==> src/rtl/multicycle_control_if.sv <==
// Control/datapath bundle for the multicycle controller: instruction and
// memory-ready inputs, plus all strobes, mux selects and status outputs.
interface multicycle_control_if;
   logic [5:0] opcode;
   logic       mem_ready;

   logic       PCWrite;
   logic       PCWriteCond;
   logic       IorD;
   logic       MemRead;
   logic       MemWrite;
   logic       MemtoReg;
   logic       IRWrite;
   logic       ALUSrcA;
   logic       Regwrite;
   logic       Regdst;
   logic [1:0] PCSource;
   logic [1:0] ALUSrcB;
   logic [1:0] AluoP;
   logic [3:0] state;
   logic       instr_done;
   logic       illegal_op;

   // master = the controller, slave = the datapath it steers
   modport master (
      input  opcode, mem_ready,
      output PCWrite, PCWriteCond, IorD, MemRead, MemWrite, MemtoReg, IRWrite,
             ALUSrcA, Regwrite, Regdst, PCSource, ALUSrcB, AluoP, state,
             instr_done, illegal_op
   );

   modport slave (
      output opcode, mem_ready,
      input  PCWrite, PCWriteCond, IorD, MemRead, MemWrite, MemtoReg, IRWrite,
             ALUSrcA, Regwrite, Regdst, PCSource, ALUSrcB, AluoP, state,
             instr_done, illegal_op
   );
endinterface

==> src/rtl/multicycle_control.sv <==
// Moore-style control FSM for a multicycle MIPS subset (lw, sw, R-type, beq, j).
// Define JUMP_EN to add the JUMP state; without it opcode 000010 is illegal.
module multicycle_control #(
   parameter int MEM_HANDSHAKE = 1
) (
   input logic                 clk,
   input logic                 rst_n,
   multicycle_control_if.master bus
);

   localparam logic [3:0] S_FETCH  = 4'd0;
   localparam logic [3:0] S_DECODE = 4'd1;
   localparam logic [3:0] S_MEMADR = 4'd2;
   localparam logic [3:0] S_MEMRD  = 4'd3;
   localparam logic [3:0] S_MEMWB  = 4'd4;
   localparam logic [3:0] S_MEMWR  = 4'd5;
   localparam logic [3:0] S_EXEC   = 4'd6;
   localparam logic [3:0] S_ALUWB  = 4'd7;
   localparam logic [3:0] S_BRANCH = 4'd8;
`ifdef JUMP_EN
   localparam logic [3:0] S_JUMP   = 4'd9;
   localparam logic [5:0] OP_J     = 6'b000010;
`endif

   localparam logic [5:0] OP_LW    = 6'b100011;
   localparam logic [5:0] OP_SW    = 6'b101011;
   localparam logic [5:0] OP_RTYPE = 6'b000000;
   localparam logic [5:0] OP_BEQ   = 6'b000100;

   logic [3:0] state_q, state_d;
   logic       mem_ready_eff;
   logic       decode_illegal;

   assign mem_ready_eff = (MEM_HANDSHAKE != 0) ? bus.mem_ready : 1'b1;
   assign bus.state     = state_q;

   // Reset is folded into the next-state value so it overrides every transition
   always_comb begin
      state_d        = state_q;
      decode_illegal = 1'b0;
      case (state_q)
         S_FETCH:  if (mem_ready_eff) state_d = S_DECODE;
         S_DECODE: begin
            case (bus.opcode)
               OP_LW, OP_SW: state_d = S_MEMADR;
               OP_RTYPE:     state_d = S_EXEC;
               OP_BEQ:       state_d = S_BRANCH;
`ifdef JUMP_EN
               OP_J:         state_d = S_JUMP;
`endif
               default: begin
                  state_d        = S_FETCH;
                  decode_illegal = 1'b1;
               end
            endcase
         end
         S_MEMADR: state_d = (bus.opcode == OP_LW) ? S_MEMRD : S_MEMWR;
         S_MEMRD:  if (mem_ready_eff) state_d = S_MEMWB;
         S_MEMWB:  state_d = S_FETCH;
         S_MEMWR:  if (mem_ready_eff) state_d = S_FETCH;
         S_EXEC:   state_d = S_ALUWB;
         S_ALUWB:  state_d = S_FETCH;
         S_BRANCH: state_d = S_FETCH;
`ifdef JUMP_EN
         S_JUMP:   state_d = S_FETCH;
`endif
         default:  state_d = S_FETCH;
      endcase
      if (!rst_n) state_d = S_FETCH;
   end

   always_ff @(posedge clk) begin
      state_q <= state_d;
   end

   always_comb begin
      bus.PCWrite     = 1'b0;
      bus.PCWriteCond = 1'b0;
      bus.IorD        = 1'b0;
      bus.MemRead     = 1'b0;
      bus.MemWrite    = 1'b0;
      bus.MemtoReg    = 1'b0;
      bus.IRWrite     = 1'b0;
      bus.ALUSrcA     = 1'b0;
      bus.Regwrite    = 1'b0;
      bus.Regdst      = 1'b0;
      bus.PCSource    = 2'b00;
      bus.ALUSrcB     = 2'b00;
      bus.AluoP       = 2'b00;
      bus.instr_done  = 1'b0;
      bus.illegal_op  = 1'b0;
      case (state_q)
         S_FETCH: begin
            bus.MemRead = 1'b1;
            bus.ALUSrcB = 2'b01;
            bus.IRWrite = mem_ready_eff;
            bus.PCWrite = mem_ready_eff;
         end
         S_DECODE: begin
            bus.ALUSrcB    = 2'b11;
            bus.illegal_op = decode_illegal;
         end
         S_MEMADR: begin
            bus.ALUSrcA = 1'b1;
            bus.ALUSrcB = 2'b10;
         end
         S_MEMRD: begin
            bus.MemRead = 1'b1;
            bus.IorD    = 1'b1;
         end
         S_MEMWB: begin
            bus.MemtoReg   = 1'b1;
            bus.Regwrite   = 1'b1;
            bus.instr_done = 1'b1;
         end
         S_MEMWR: begin
            bus.MemWrite   = 1'b1;
            bus.IorD       = 1'b1;
            bus.instr_done = mem_ready_eff;
         end
         S_EXEC: begin
            bus.ALUSrcA = 1'b1;
            bus.AluoP   = 2'b10;
         end
         S_ALUWB: begin
            bus.Regdst     = 1'b1;
            bus.Regwrite   = 1'b1;
            bus.instr_done = 1'b1;
         end
         S_BRANCH: begin
            bus.ALUSrcA     = 1'b1;
            bus.AluoP       = 2'b01;
            bus.PCWriteCond = 1'b1;
            bus.PCSource    = 2'b01;
            bus.instr_done  = 1'b1;
         end
`ifdef JUMP_EN
         S_JUMP: begin
            bus.PCWrite    = 1'b1;
            bus.PCSource   = 2'b10;
            bus.instr_done = 1'b1;
         end
`endif
         default: ;
      endcase
      // Strobes and pulses are silenced while reset is held; mux selects are left alone
      if (!rst_n) begin
         bus.PCWrite     = 1'b0;
         bus.PCWriteCond = 1'b0;
         bus.IRWrite     = 1'b0;
         bus.MemRead     = 1'b0;
         bus.MemWrite    = 1'b0;
         bus.Regwrite    = 1'b0;
         bus.instr_done  = 1'b0;
         bus.illegal_op  = 1'b0;
      end
   end

endmodule

==> src/flat_wrapper.sv <==
// flat-port wrapper written by rule: the top's interface ports become plain ports
module multicycle_control_flat 
#(
   parameter int MEM_HANDSHAKE = 1
)
  (clk, rst_n, bus_opcode, bus_mem_ready, bus_PCWrite, bus_PCWriteCond, bus_IorD, bus_MemRead, bus_MemWrite, bus_MemtoReg, bus_IRWrite, bus_ALUSrcA, bus_Regwrite, bus_Regdst, bus_PCSource, bus_ALUSrcB, bus_AluoP, bus_state, bus_instr_done, bus_illegal_op);
  multicycle_control_if bus_i ();
  input logic clk;
  input logic rst_n;
  input wire logic [$bits(bus_i.opcode)-1:0] bus_opcode;
  input wire logic [$bits(bus_i.mem_ready)-1:0] bus_mem_ready;
  output wire logic [$bits(bus_i.PCWrite)-1:0] bus_PCWrite;
  output wire logic [$bits(bus_i.PCWriteCond)-1:0] bus_PCWriteCond;
  output wire logic [$bits(bus_i.IorD)-1:0] bus_IorD;
  output wire logic [$bits(bus_i.MemRead)-1:0] bus_MemRead;
  output wire logic [$bits(bus_i.MemWrite)-1:0] bus_MemWrite;
  output wire logic [$bits(bus_i.MemtoReg)-1:0] bus_MemtoReg;
  output wire logic [$bits(bus_i.IRWrite)-1:0] bus_IRWrite;
  output wire logic [$bits(bus_i.ALUSrcA)-1:0] bus_ALUSrcA;
  output wire logic [$bits(bus_i.Regwrite)-1:0] bus_Regwrite;
  output wire logic [$bits(bus_i.Regdst)-1:0] bus_Regdst;
  output wire logic [$bits(bus_i.PCSource)-1:0] bus_PCSource;
  output wire logic [$bits(bus_i.ALUSrcB)-1:0] bus_ALUSrcB;
  output wire logic [$bits(bus_i.AluoP)-1:0] bus_AluoP;
  output wire logic [$bits(bus_i.state)-1:0] bus_state;
  output wire logic [$bits(bus_i.instr_done)-1:0] bus_instr_done;
  output wire logic [$bits(bus_i.illegal_op)-1:0] bus_illegal_op;
  assign bus_i.opcode = bus_opcode;
  assign bus_i.mem_ready = bus_mem_ready;
  assign bus_PCWrite = bus_i.PCWrite;
  assign bus_PCWriteCond = bus_i.PCWriteCond;
  assign bus_IorD = bus_i.IorD;
  assign bus_MemRead = bus_i.MemRead;
  assign bus_MemWrite = bus_i.MemWrite;
  assign bus_MemtoReg = bus_i.MemtoReg;
  assign bus_IRWrite = bus_i.IRWrite;
  assign bus_ALUSrcA = bus_i.ALUSrcA;
  assign bus_Regwrite = bus_i.Regwrite;
  assign bus_Regdst = bus_i.Regdst;
  assign bus_PCSource = bus_i.PCSource;
  assign bus_ALUSrcB = bus_i.ALUSrcB;
  assign bus_AluoP = bus_i.AluoP;
  assign bus_state = bus_i.state;
  assign bus_instr_done = bus_i.instr_done;
  assign bus_illegal_op = bus_i.illegal_op;
  multicycle_control #(.MEM_HANDSHAKE(MEM_HANDSHAKE)) u_core (.clk(clk), .rst_n(rst_n), .bus(bus_i));
endmodule
==> config.mk <==
export PLATFORM = sky130hd
export DESIGN_NAME = multicycle_control_flat
export DESIGN_NICKNAME = d
export VERILOG_FILES = /design/src/rtl/multicycle_control_if.sv /design/src/rtl/multicycle_control.sv /design/src/flat_wrapper.sv
export SDC_FILE = /design/constraint.sdc
export NUM_CORES = 1
export LEC_CHECK = 0
export ABC_CLOCK_PERIOD_IN_PS = 1400
export CAP_MARGIN = 20
export CORE_UTILIZATION = 34
export CTS_CLUSTER_SIZE = 20
export DETAILED_ROUTE_END_ITERATION = 7
export PLACE_DENSITY_LB_ADDON = 0.08
export SLEW_MARGIN = 10
export SYNTH_ARGS = -nofsm -noshare
export SYNTH_HDL_FRONTEND = slang
export SYNTH_SLANG_ARGS = --single-unit
==> constraint.sdc <==
create_clock -name clk -period 1.4 [get_ports clk]
set_clock_uncertainty 0.05 [all_clocks]
set_input_delay 0.14 -clock clk [delete_from_list [all_inputs] [get_ports clk]]
set_output_delay 0.14 -clock clk [all_outputs]
set_load 0.02 [all_outputs]
==> reports/qor.txt, run 1 <==
Via count -> 946
Cts hold-fix bufs -> 0
CP max FO -> 6
Total power -> 0.4817 mW
Switch share -> 0.3661
CTS root buf -> clkbuf_4
Initial DRC Count -> 80
Critical path data arrival time -> 1.70 ns
Violated checks -> setup timing
CTS Buf Count -> 3
CP cell instances -> buf_6 -> buf_6 -> nor2_4 -> mux2i_1 -> o32a_1 -> a221oi_2
Netlist Area Pre-Place -> 471.7 sq um
Setup ws final -> -0.1862 ns
Share of synthesized registers carrying an async set or reset -> 0
Initial antenna violation count -> 0
P&R area growth vs syn -> 163.9%
Slowest stage cell, crit path -> dfxtp_4
Startpoint Class -> register
Post-synthesis cell type count -> 32
LEAKAGE -> 0.5338 nW
Tcrit/Tclk final -> 1.133
Post-DP HPWL -> 1358 um
Die height -> 39.25 um
DIE WIDTH -> 39.25 um
Slowest stage delay, CP -> 0.37 ns
Tmin final -> 1.586 ns
Largest net degree at the start of global routing -> 11
GR Overflow Total -> 0
Yosys top cell by area -> dfxtp_1
Comb pwr share -> 0.412
Max reg flops -> 4
Achievable frequency -> 630.4 MHz
Row count -> 13
Final setup viols -> 18
RSZ-0062 raised after global routing -> yes
Hold Vio Cnt, Final -> 0
Core area -> 0.001301 sq mm
Clk pwr share -> 0.345
Global-route wire length before repair -> 2746 um
Final Instance Count excl. Fillers -> 148
DRC Markers -> 0
Cells after Synth -> 74
Placed cell count -> 136
Synthesized area per cell -> 6.374 sq um
PwrDens -> 386.9 mW/mm^2
Status -> complete, but fails checks
Top delay family on crit path -> compound AO/OA/AOI/OAI gates
CP Depth -> 6
1st-pass router iterations -> 4
Hold Path Class -> in2reg
Sw Pwr -> 0.1763 mW
Layout cell share with drive strength beyond 1 -> 0.6842
Slew Limit Fails -> 0
Die area -> 0.001540 sq mm
Post-DRT Antenna Nets -> 0
Fin Setup TNS -> -1.454 ns
Max-cap violations -> 0
Sequential fraction of the synthesis area -> 0.1698
CP most frequent cell -> buf_6
Sequential power share -> 0.244
Power Internal -> 0.3053 mW
GPL Wtd Cong -> 0.8582
R2R depth -> 6
Fin nets -> 144
Overall routing resource usage -> 0.2773
Min-Delay Path Depth -> 4
Worst-path clk slew -> 0.04 ns
Clk sink count -> 4
Drt via density -> 6.392
Yosys warnings -> 0
Worst ir drop on vdd -> 0.2469 mV
Crit path required time -> 1.51 ns
Post-synth top area share -> 0.1698
EDFF count, synth -> 0
CTS max path bufs -> 2
# diodes -> 0
H-tree depth -> 1
Number of global-route vias before repair -> 616
Drt wl/cell -> 23.15 um
Port Buffers -> 29
Top_reg_cell synth -> dfxtp_1
Worst setup EP type -> register
Num ports -> 31
WL final -> 3426 um
Skew-Pair Late Insertion Delay -> 0.25 ns
CTS tree -> built
Mapped Nets -> 83
Yosys reg bits -> 4
Initial Util -> 0.3625
Critical path type -> reg2reg
Bufs and invs on worst path -> 2
Dominant cells by area after synthesis -> dfxtp_1, nor2_1, nand2_1, nor3_1, nand3_1
## tightest hold or removal path: cells and delay by family
family	cells	cell delay, ns
buffers and inverters	2	0.34
AND/OR/NAND/NOR	2	0.19
## synth_stat cells, types with 2 or more instances
cell type / count
buf_2: 3
dfxtp_1: 4
xnor2_1: 2
nor2b_1: 2
nor2_1: 11
a21o_1: 2
nor4_1: 2
a21oi_1: 3
buf_4: 2
clkbuf_1: 3
nand2b_1: 2
inv_1: 2
nand3_1: 4
o21ai_0: 4
nor3_1: 5
nand2_1: 7
## repair_timing
item	CTS	global route
gates resized for setup	110	40
endpoints found under the setup margin	24	19
buffers inserted	1	9
pin swaps	5	15
## power groups by stage
| stage | combinational [mW] | clock [mW] | sequential [mW] |
|---|---|---|---|
| 2_1_floorplan | 0.0648 | 0 | 0.122 |
| 3_3_place_gp | 0.142 | 0 | 0.123 |
| 3_5_place_dp | 0.145 | 0 | 0.123 |
| 4_1_cts | 0.144 | 0.157 | 0.116 |
| 5_1_grt | 0.205 | 0.172 | 0.117 |
| 6_report | 0.198 | 0.166 | 0.117 |
## cell families after synthesis
logic type	synth area share
AOI/OAI and AO/OA	0.2361
xor gates and xnor gates	0.03714
and+or+nand+nor	0.4165
other	0.007950
DFF	0.1698
muxes	0.02122
buffers and inverters	0.1114
## layer usage
layer | GRT usage | wire, um | part of all wire | vias up
met4 | 0.1983 | 278 | 0.081 | 0
met1 | 0.3492 | 1179 | 0.34 | 442
li1 | - | - | - | 375
met3 | 0.01734 | 320 | 0.093 | 32
met5 | 0 | 0 | 0 | -
met2 | 0.4375 | 1647 | 0.48 | 97
## layout make-up
class | count | area (sq um)
inverter | 3 | 16.27
timing repair buffer | 64 | 559.3
clock buffer | 3 | 22.52
sequential | 4 | 95.09
fill | 25 | 56.30
multi-input combinational | 59 | 533.0
tap | 15 | 18.77
## cells in the final DEF (no fill, tap or decap), types with 2 or more instances in the layout
master           instances
buf_4                   33
buf_2                    2
dlygate4sd2_1            7
o21ai_0                  3
clkdlybuf4s50_1          4
clkbuf_4                 3
a21oi_2                  2
inv_4                    2
nand3_1                  2
a21o_1                   2
nand2_1                  4
nor3_2                   2
o21ai_1                  2
nor4_4                   2
buf_6                   16
dfxtp_4                  4
nor3_1                   2
nand2_2                  2
nor2_1                   5
or4_4                    2
nor2_4                   6
## metrics by stage
step / util / setup WS [ns] / hold slack [ns] / instance area [sq um]
4_1_cts: 0.8154 / -0.1404 / 0.3582 / 1061
2_1_floorplan: - / -0.04824 / 0.1587 / 579.3
3_3_place_gp: 0.7788 / -0.5708 / 0.6660 / 1013
6_report: 0.9567 / -0.1862 / 0.4042 / 1245
5_1_grt: 0.9567 / -0.2982 / 0.3964 / 1245
3_5_place_dp: 0.7788 / -0.5848 / 0.6832 / 1013
## final timing paths
kind	start	endpoint	slack [ns]
min	bus_opcode[5]	u_core.bus.state[3]$_SDFFE_PN0P_	0.40
min reg2reg	u_core.bus.state[3]$_SDFFE_PN0P_	u_core.bus.state[2]$_SDFFE_PN0P_	0.72
max reg2reg	u_core.bus.state[1]$_SDFFE_PN0P_	u_core.bus.state[2]$_SDFFE_PN0P_	-0.19
max	u_core.bus.state[1]$_SDFFE_PN0P_	u_core.bus.state[2]$_SDFFE_PN0P_	-0.19
(Power assumes the default switching activity.)
==> run 2, diff against run 1 <==
Settings changed: SKIP_LAST_GASP set to 1.
==> run 2 against run 1 <==
Net effect:
- critical path depth fell by 1
- combinational power barely moved
- fmax fell by 1.0%
- clock-buffer cell count did not move
- sequential power barely moved
- die area did not move
- via count fell by 1.8%
- register-to-register slack improved by 0.03 ns
- worst hold slack got worse by 0.066 ns
- the run still ends with setup timing left
- first-iteration DRC count fell by 35%
- clock power fell by 11%
- global-route usage rose by 0.12 points
==> reports/qor.txt, run 2 (synthesized netlist as in run 1, its figures left out) <==
Status -> complete, but fails checks
Violated checks -> setup timing
CTS tree -> built
Max-cap violations -> 0
PwrDens -> 371.6 mW/mm^2
Most common cell after layout, fill and taps aside -> buf_4
Setup ws final -> -0.2028 ns
Largest net degree at the start of global routing -> 11
Final setup viols -> 17
Tcrit/Tclk final -> 1.145
Worst-path clk slew -> 0.04 ns
DRC Markers -> 0
Placed Area -> 0.001013 sq mm
Slowest stage delay, CP -> 0.42 ns
Port Buffers -> 29
Fin Setup TNS -> -1.378 ns
1st-pass router iterations -> 4
Post-DRT Antenna Nets -> 0
Initial antenna violation count -> 0
CTS root buf -> clkbuf_4
Hold Path Class -> in2reg
Row count -> 13
Layout Utilization -> 0.9635
# diodes -> 0
Die area -> 0.001540 sq mm
Skew-Pair Late Insertion Delay -> 0.24 ns
Slowest stage cell, crit path -> dfxtp_4
Drt wl/cell -> 22.44 um
CTS Buf Count -> 3
Most frequent cells in the layout -> buf_4, buf_6, dlygate4sd2_1
Layout cell share with drive strength beyond 1 -> 0.6842
Global-route wire length before repair -> 2773 um
Core area -> 0.001301 sq mm
Worst setup EP type -> primary output
Post-DP HPWL -> 1358 um
H-tree depth -> 1
Critical path data arrival time -> 1.41 ns
RSZ-0062 raised after global routing -> yes
Via count -> 929
CP max FO -> 6
Hold Vio Cnt, Final -> 0
Fill count -> 27
LEAKAGE -> 0.5551 nW
Initial DRC Count -> 52
Fin area -> 0.001254 sq mm
Fin nets -> 144
Tmin final -> 1.603 ns
Critical path type -> reg2out
Clk sink count -> 4
Top delay family on crit path -> compound AO/OA/AOI/OAI gates
DIE WIDTH -> 39.25 um
Drt via density -> 6.277
Max reg flops -> 4
CTS max path bufs -> 2
P&R area growth vs syn -> 165.8%
Startpoint Class -> register
WL final -> 3321 um
Overall routing resource usage -> 0.2784
Initial Util -> 0.3625
Cts hold-fix bufs -> 0
Crit path required time -> 1.21 ns
Bufs and invs on worst path -> 2
Number of global-route vias before repair -> 630
GR Overflow Total -> 0
Slew Limit Fails -> 0
Achievable frequency -> 623.9 MHz
Worst ir drop on vdd -> 0.2375 mV
Num ports -> 31
Die height -> 39.25 um
GPL Wtd Cong -> 0.8582
CP cell instances -> inv_4 -> o211ai_1 -> a21oi_2 -> o21a_2 -> buf_6
[run 2: cell count changes in the layout (fill, tap and decap cells not counted)]
cell	delta
clkdlybuf4s50_1	-1
o21ai_1	-1
buf_2	+2
dlymetal6s2s_1	+2
clkbuf_2	-1
o21ai_2	+1
buf_4	-2
[run 2: final timing paths]
path                                    startpoint                          endpoint  slack [ns]  depth (start not counted)
hold / removal                       bus_opcode[2]  u_core.bus.state[3]$_SDFFE_PN0P_        0.34                          3
hold reg to reg   u_core.bus.state[3]$_SDFFE_PN0P_  u_core.bus.state[2]$_SDFFE_PN0P_        0.72                          4
setup reg to reg  u_core.bus.state[1]$_SDFFE_PN0P_  u_core.bus.state[2]$_SDFFE_PN0P_       -0.16                          6
setup / recovery  u_core.bus.state[0]$_SDFFE_PN0P_                    bus_instr_done       -0.20                          5
[run 2: routing by layer]
metal  routed length, um  vias up  GRT usage
met5                   0        -          0
met4                 261        0     0.1983
met3                 327       35    0.01734
met2                1563       90     0.4500
met1                1168      424     0.3424
li1                    -      380          -
[run 2: stage by stage]
step	total power [mW]	setup slack (ns)	hold slack, ns	instances
global placement	0.2652	-0.5708	0.6660	136
CTS	0.4138	-0.1404	0.3657	140
detailed placement	0.2687	-0.5848	0.6832	136
floorplan	0.1870	-0.04824	0.1587	74
finish	0.4659	-0.2028	0.3382	148
global route	0.4844	-0.2485	0.3318	148
[run 2: worst register-to-register path: stages (launching register included)]
cell      delay (ns)
dfxtp_4         0.37
buf_6           0.13
buf_6           0.13
nor2_4          0.07
mux2i_1         0.08
o32a_1          0.36
a221oi_2        0.29
[run 2: power by group]
part	internal (mW)	switching (mW)	leakage (nW)
combinational	0.0975	0.103	0.506
clock	0.0962	0.0516	0.0138
sequential	0.110	0.00680	0.0355
[run 2: repair_timing]
action                     4_1_cts  5_1_grt
resized for setup              103       45
setup endpoints to repair       24       17
buffers inserted                 1        9
pin swaps                        5       15
[run 2: layout make-up]
class                           count  area, sq um  area share
Clock buffer                        3        22.52     0.01796
Inverter                            3        16.27     0.01297
Multi-Input combinational cell     59        536.8      0.4281
Sequential cell                     4        95.09     0.07585
Tap cell                           15        18.77     0.01497
Timing Repair Buffer               64        564.3      0.4501
